--- src/rtl/parity_monitor_pkg.sv ---
`default_nettype none
// ============================================================================
//  Module      : parity_monitor_pkg
//  Description : Shared index constants for the parity monitor front panel.
//                Button indices select bits of the btn bus and LED indices
//                select bits of the led bus.
//  Revision    : 1.0 - initial release
// ============================================================================
package parity_monitor_pkg;

    // Button command positions on btn[3:0]
    localparam int BTN_MODE = 0;
    localparam int BTN_CAP  = 1;
    localparam int BTN_CLR  = 2;
    localparam int BTN_HOLD = 3;
    localparam int NUM_BTN  = 4;

    // LED positions on led[2:0]
    localparam int LED_PAR  = 0;
    localparam int LED_MIS  = 1;
    localparam int LED_MODE = 2;
    localparam int NUM_LED  = 3;

endpackage
`default_nettype wire

--- src/rtl/btn_debounce.sv ---
`default_nettype none
// ============================================================================
//  Module      : btn_debounce
//  Description : Single-button debouncer. The stable level only follows the
//                (already synchronised) input after it has differed from the
//                stable level for DEBOUNCE consecutive cycles. A one-cycle
//                press pulse accompanies every accepted rising transition.
//  Ports       : clk   - system clock
//                rst   - asynchronous active-high reset
//                din   - synchronised raw button level
//                level - debounced stable level
//                press - 1-cycle pulse on an accepted 0->1 transition
//  Revision    : 1.0 - initial release
// ============================================================================
module btn_debounce
    import parity_monitor_pkg::*;
#(
    parameter int DEBOUNCE = 16
) (
    input  logic clk,
    input  logic rst,
    input  logic din,
    output logic level,
    output logic press
);

    localparam int              c_CNT_W    = (DEBOUNCE > 2) ? $clog2(DEBOUNCE) : 1;
    localparam logic [c_CNT_W-1:0] c_CNT_LAST = c_CNT_W'(DEBOUNCE - 1);

    logic [c_CNT_W-1:0] r_cnt;
    logic               r_level;
    logic               r_press;

    always_ff @(posedge clk or posedge rst) begin
        if (rst) begin
            r_cnt   <= '0;
            r_level <= 1'b0;
            r_press <= 1'b0;
        end else begin
            r_press <= 1'b0;
            if (din != r_level) begin
                if (r_cnt == c_CNT_LAST) begin
                    // Input has disagreed for DEBOUNCE cycles: accept it.
                    r_level <= din;
                    r_cnt   <= '0;
                    r_press <= din;
                end else begin
                    r_cnt <= r_cnt + 1'b1;
                end
            end else begin
                r_cnt <= '0;
            end
        end
    end

    assign level = r_level;
    assign press = r_press;

endmodule
`default_nettype wire

--- src/rtl/parity_monitor.sv ---
`default_nettype none
// ============================================================================
//  Module      : parity_monitor
//  Description : Masked parity monitor for front-panel switches. Switches and
//                buttons are synchronised, buttons debounced into commands
//                (mode toggle, capture reference, clear, hold) and mismatch
//                events against the captured reference are counted in a
//                saturating counter.
//  Ports       : clk       - system clock
//                rst       - asynchronous active-high reset
//                sw        - raw switches (asynchronous)
//                btn       - raw buttons [0] mode [1] capture [2] clear [3] hold
//                led       - [0] parity [1] mismatch [2] odd-mode
//                err_count - saturating mismatch-event count
//                ref_valid - reference parity captured and active
//  Revision    : 1.0 - initial release
// ============================================================================
module parity_monitor
    import parity_monitor_pkg::*;
#(
    parameter int               WIDTH    = 8,
    parameter logic [WIDTH-1:0] MASK     = WIDTH'(8'h55),
    parameter int               DEBOUNCE = 16,
    parameter int               CNT_W    = 4
) (
    input  logic             clk,
    input  logic             rst,
    input  logic [WIDTH-1:0] sw,
    input  logic [3:0]       btn,
    output logic [2:0]       led,
    output logic [CNT_W-1:0] err_count,
    output logic             ref_valid
);

    localparam logic [CNT_W-1:0] c_CNT_MAX = '1;

    // Two-flop synchronisers
    logic [WIDTH-1:0]   r_sw_meta;
    logic [WIDTH-1:0]   r_sw_sync;
    logic [NUM_BTN-1:0] r_btn_meta;
    logic [NUM_BTN-1:0] r_btn_sync;

    always_ff @(posedge clk or posedge rst) begin
        if (rst) begin
            r_sw_meta  <= '0;
            r_sw_sync  <= '0;
            r_btn_meta <= '0;
            r_btn_sync <= '0;
        end else begin
            r_sw_meta  <= sw;
            r_sw_sync  <= r_sw_meta;
            r_btn_meta <= btn;
            r_btn_sync <= r_btn_meta;
        end
    end

    // Debouncers
    logic [NUM_BTN-1:0] w_level;
    logic [NUM_BTN-1:0] w_press;

    for (genvar gi = 0; gi < NUM_BTN; gi++) begin : g_btn
        btn_debounce #(
            .DEBOUNCE (DEBOUNCE)
        ) u_debounce (
            .clk   (clk),
            .rst   (rst),
            .din   (r_btn_sync[gi]),
            .level (w_level[gi]),
            .press (w_press[gi])
        );
    end

    // Only the hold button is used as a level; only the others as presses.
    logic w_unused_btn;
    assign w_unused_btn = ^{w_level[BTN_CLR:BTN_MODE], w_press[BTN_HOLD]};

    // Parity and mismatch
    logic w_par_raw;
    logic w_mis;
    logic w_mis_rise;

    logic             r_mode;
    logic             r_par;
    logic             r_mis;
    logic             r_mis_d;
    logic             r_ref_par;
    logic             r_ref_valid;
    logic [CNT_W-1:0] r_err;

    assign w_par_raw  = ^(r_sw_sync & MASK);
    assign w_mis      = r_ref_valid & (w_par_raw != r_ref_par);
    // Edge of the registered mismatch; r_mis_d keeps tracking during hold so
    // a mismatch that is already high when hold releases never counts.
    assign w_mis_rise = r_mis & ~r_mis_d;

    always_ff @(posedge clk or posedge rst) begin
        if (rst) begin
            r_mode      <= 1'b0;
            r_par       <= 1'b0;
            r_mis       <= 1'b0;
            r_mis_d     <= 1'b0;
            r_ref_par   <= 1'b0;
            r_ref_valid <= 1'b0;
            r_err       <= '0;
        end else begin
            r_par   <= w_par_raw ^ r_mode;
            r_mis   <= w_mis;
            r_mis_d <= r_mis;

            if (w_press[BTN_MODE]) begin
                r_mode <= ~r_mode;
            end

            // Clear beats capture, capture beats a pending increment.
            if (w_press[BTN_CLR]) begin
                r_err       <= '0;
                r_ref_valid <= 1'b0;
            end else if (w_press[BTN_CAP]) begin
                r_ref_par   <= w_par_raw;
                r_ref_valid <= 1'b1;
            end else if (w_mis_rise && !w_level[BTN_HOLD] && (r_err != c_CNT_MAX)) begin
                r_err <= r_err + 1'b1;
            end
        end
    end

    always_comb begin
        led           = '0;
        led[LED_PAR]  = r_par;
        led[LED_MIS]  = r_mis;
        led[LED_MODE] = r_mode;
    end

    assign err_count = r_err;
    assign ref_valid = r_ref_valid;

endmodule
`default_nettype wire

--- config.mk ---
export PLATFORM = sky130hd
export DESIGN_NAME = parity_monitor
export DESIGN_NICKNAME = d
export VERILOG_FILES = /design/src/rtl/parity_monitor_pkg.sv /design/src/rtl/btn_debounce.sv /design/src/rtl/parity_monitor.sv
export SDC_FILE = /design/constraint.sdc
export NUM_CORES = 1
export LEC_CHECK = 0
export BUFFER_PORTS_ARGS = -buffer_cell sky130_fd_sc_hd__buf_2
export CORE_ASPECT_RATIO = 0.6
export CORE_MARGIN = 2
export CORE_UTILIZATION = 45
export DETAILED_ROUTE_END_ITERATION = 10
export PLACE_DENSITY_LB_ADDON = 0.12
export SETUP_SLACK_MARGIN = 0.02
export SYNTH_ARGS = -nofsm -noshare
export SYNTH_HDL_FRONTEND = slang
export SYNTH_SLANG_ARGS = --single-unit
--- constraint.sdc ---
create_clock -name clk -period 1.4 [get_ports clk]
set_input_delay 0.14 -clock clk [delete_from_list [all_inputs] [get_ports clk]]
set_output_delay 0.14 -clock clk [all_outputs]
set_load 0.005 [all_outputs]
==> summary.txt <==
Final layout
  • Diodes inserted: 0
  • Fill count: 293
  • Final nets: 197
  • Flip-flop and latch area: ~1200 sq um
  • Commonest non-fill, non-tap cell in the layout: dfrtp_1
  • Core Util, Final: 59.1%
  • Area Overhead vs Synth: 21.7%
  • Layout Cells excl Fill: 226
  • Most frequent cells in the layout: dfrtp_1 (49), buf_2 (17), xnor2_1 (12)
  • Layout cells sized above 1: 24.0%
  • Multi-input logic area: ~600 sq um

Clock tree
  • Clock Sink Count: between 40 and 50
  • TritonCTS buffer count: 5
  • Deepest clock path buffer count: 2
  • Clock root buffer: clkbuf_8
  • Clk_lat worst skew: 300 ps
  • Worst-path clk slew: ~90 ps
  • TritonCTS clock tree: done
  • H-tree depth reported by CTS: 2

Critical path
  • RR Endpoint: err_count[3]$_DFFE_PP0P_
  • Crit start category: register
  • CP Capture Type: register
  • Crit path max-delay family: simple AND/OR/NAND/NOR gates
  • Max incr delay on CP: roughly 570 ps
  • Worst EP arrival: around 1700 ps
  • Worst reg-to-reg path cell count: 3
  • CP max FO: 5
  • Critical path type: register to register
  • CP bufs+invs: 0
  • Slowest cell on the critical path: or4b_4
  • WP data required: roughly 1600 ps
  • FF-to-FF setup slack: -80 ps
  • FF-to-FF Start: r_mis_d$_DFF_PP0_
  • CP cell instances: or4b_4 -> or3_4 -> a21oi_2
  • Critical path startpoint: r_mis_d$_DFF_PP0_

Placement
  • Routability Congestion: around 0.71
  • Pre-CTS setup slack: -54.1 ps
  • DP Wirelength: about 2000 um
  • # placed instances: just over 200
  • I/O Buffers: 17

STA
  • Slew margin rel.: roughly three quarters
  • Fin. Hold Viols: 0
  • Fin crit share: 105%
  • Setup violators final: 2
  • Fmax: 677 MHz
  • Final max-slew violation count: 0
  • Slew of the pin with the lowest slew margin: around 380 ps
  • Final worst slack: -76.8 ps
  • RSZ-0062 raised after global routing: true
  • Worst Skew: around 4.1 ps
  • Tmin final: approximately 1500 ps

Pwr
  • Maximum vdd drop: about 0.7 mV
  • P_leak: between 1 and 1.5 nW
  • Pwr dens: between 1000 and 1500 nW/um^2

GRT
  • Remaining Overflow, GRT: 0
  • Largest net degree at the start of global routing: 50
  • GRT Overall Usage: between 10% and 20%
  • Vias in the first global route: between 1000 and 1500
  • Initial antenna violation count: 0
  • First-pass GRT wire length: between 5000 and 6000 um

Die
  • Number of I/O pins: 22
  • Die area: about 4600 sq um
  • Initial Utilization: between 40% and 50%
  • CORE AREA: around 3800 sq um
  • Die X: between 80 and 90 um
  • Rows: 17
  • Die Y: ~54 um

Routing
  • DR iter-0 viols: 60
  • Final wirelength: just under 3000 um
  • Via density: 5.15
  • Antenna viol nets, final: 0
  • Pre-antenna DRT Iters: 4
  • Vias: 1165
  • Wire per inst: approximately 13 um
  • DRC Markers: 0

Status
  • Status: complete, but fails checks
  • Failing checks: negative setup slack

Run
  • Max-Cap Viols: 0

Min path
  • Hold WC Path Type: register to register
  • Hold Crit Start: r_sw_meta[4]$_DFF_PP0_
  • Hold path endpoint: r_sw_sync[4]$_DFF_PP0_
  • Hold depth: 0

Yosys
  • Synth cell types: 26
  • Net count after synthesis: between 150 and 200
  • Average cell area after synthesis: 13.4 sq um
  • Syn Inst Count: around 140
  • Ys Warns: 0
  • Synthesized flop and latch total: between 40 and 50
  • Seq/Total Area, Yosys: between 60% and 70%
  • Synth Cell Area: ~1800 sq um
-- layer usage --
layer / wire, um / global-route usage (%)
met1: 1380 / 17.9
met4: 47 / 7.03
met5: 0 / 0
met3: 119 / 5.52
met2: 1380 / 23.8
-- cell usage after synthesis --
master    instances  area (sq um)
o31ai_1           1          7.51
nor2_1            6          22.5
nor3b_1           6          45.0
nor3_1            1          5.00
nand2b_1          2          12.5
nand2_1           2          7.51
xnor2_1          12           105
dfrtp_1          49          1230
nand4b_1          4          35.0
xor2_1            1          8.76
mux2i_1           1          10.0
or4b_4            1          13.8
and3_1            1          6.26
nand3b_1          1          7.51
buf_4             3          22.5
a21oi_1          12          60.1
o21ai_0           7          35.0
inv_1             5          18.8
a311oi_1          1          8.76
nand3_1           5          25.0
mux2_2            4          45.0
nor4b_1           1          8.76
or3_1             2          12.5
and4b_1           1          10.0
ha_1              5          62.6
nor2b_1           4          25.0
-- cell type report --
| cell class | instances | share of cell area (%) |
|---|---|---|
| multi-input combinational | 81 | 26.4 |
| inverter | 5 | 0.835 |
| clock inverter | 2 | 0.668 |
| timing repair buffer | 36 | 11.7 |
| tap | 47 | 2.62 |
| sequential | 49 | 54.5 |
| clock buffer | 6 | 3.23 |
-- worst max path at each step --
stage / endpoint / slack [ps] / depth (start not counted)
after detailed placement: err_count[3]$_DFFE_PP0P_ / -50 / 3
after floorplan: err_count[0]$_DFFE_PP0P_ / -0.4 / 3
after CTS: err_count[3]$_DFFE_PP0P_ / -70 / 3
after global routing: err_count[3]$_DFFE_PP0P_ / -140 / 3
final: err_count[3]$_DFFE_PP0P_ / -80 / 3
after global placement: err_count[3]$_DFFE_PP0P_ / -20 / 3
-- report_power, final --
part / internal [mW] / switching [mW] / total (mW) / leakage [nW]
Sequential: 1.47 / 0.0398 / 1.51 / 0.635
Clock: 0.352 / 0.459 / 0.811 / 0.0374
Combinational: 0.0863 / 0.0762 / 0.163 / 0.371
-- cell families (layout without fill, tap and decap cells) --
group	count (synthesis)	count (layout)	synth area share [%]
AOI/OAI and AO/OA	21	21	6.03
DFF	49	49	66.4
adders and majority gates	5	5	3.39
xor gates and xnor gates	13	13	6.17
muxes	5	5	2.98
buffers and inverters	8	49	2.24
and+or+nand+nor	37	37	12.8
-- what timing repair did --
action | in CTS | in global routing
gates resized for setup | 0 | 3
hold buffers | 9 | 0
endpoints found under the setup margin | 2 | 3
buffers inserted | 1 | 1
endpoints found under the hold margin | 57 | 0
-- through the flow --
stage          hold slack (ps)  power, mW  instance area, sq um  TNS [ps]
4_1_cts                    355       2.50                  2230      -130
2_1_floorplan              171       1.64                  1850    -0.785
3_3_place_gp               195       1.68                  2040     -28.3
6_report                   353       2.49                  2250      -152
5_1_grt                    358       2.61                  2250      -320
3_5_place_dp               204       1.69                  2040     -95.4
-- sequential cells by signal (all words and copies together), names as in the netlist --
name	count
r_sw_meta	4
g_btn.u_debounce.r_cnt	16
err_count	4
r_mode	1
r_ref_par	1
ref_valid	1
r_sw_sync	4
r_btn_meta	4
g_btn.u_debounce.level	4
g_btn.u_debounce.press	3
r_mis	1
r_mis_d	1
r_btn_sync	4
r_par	1
-- worst reg2reg max path: cells and delay by family, from the launching register on --
family / cells / cell delay, ps
flip-flops: 1 / 390
AND/OR/NAND/NOR: 2 / 920
AO/OA/AOI/OAI: 1 / 110
(Power assumes the default switching activity.)
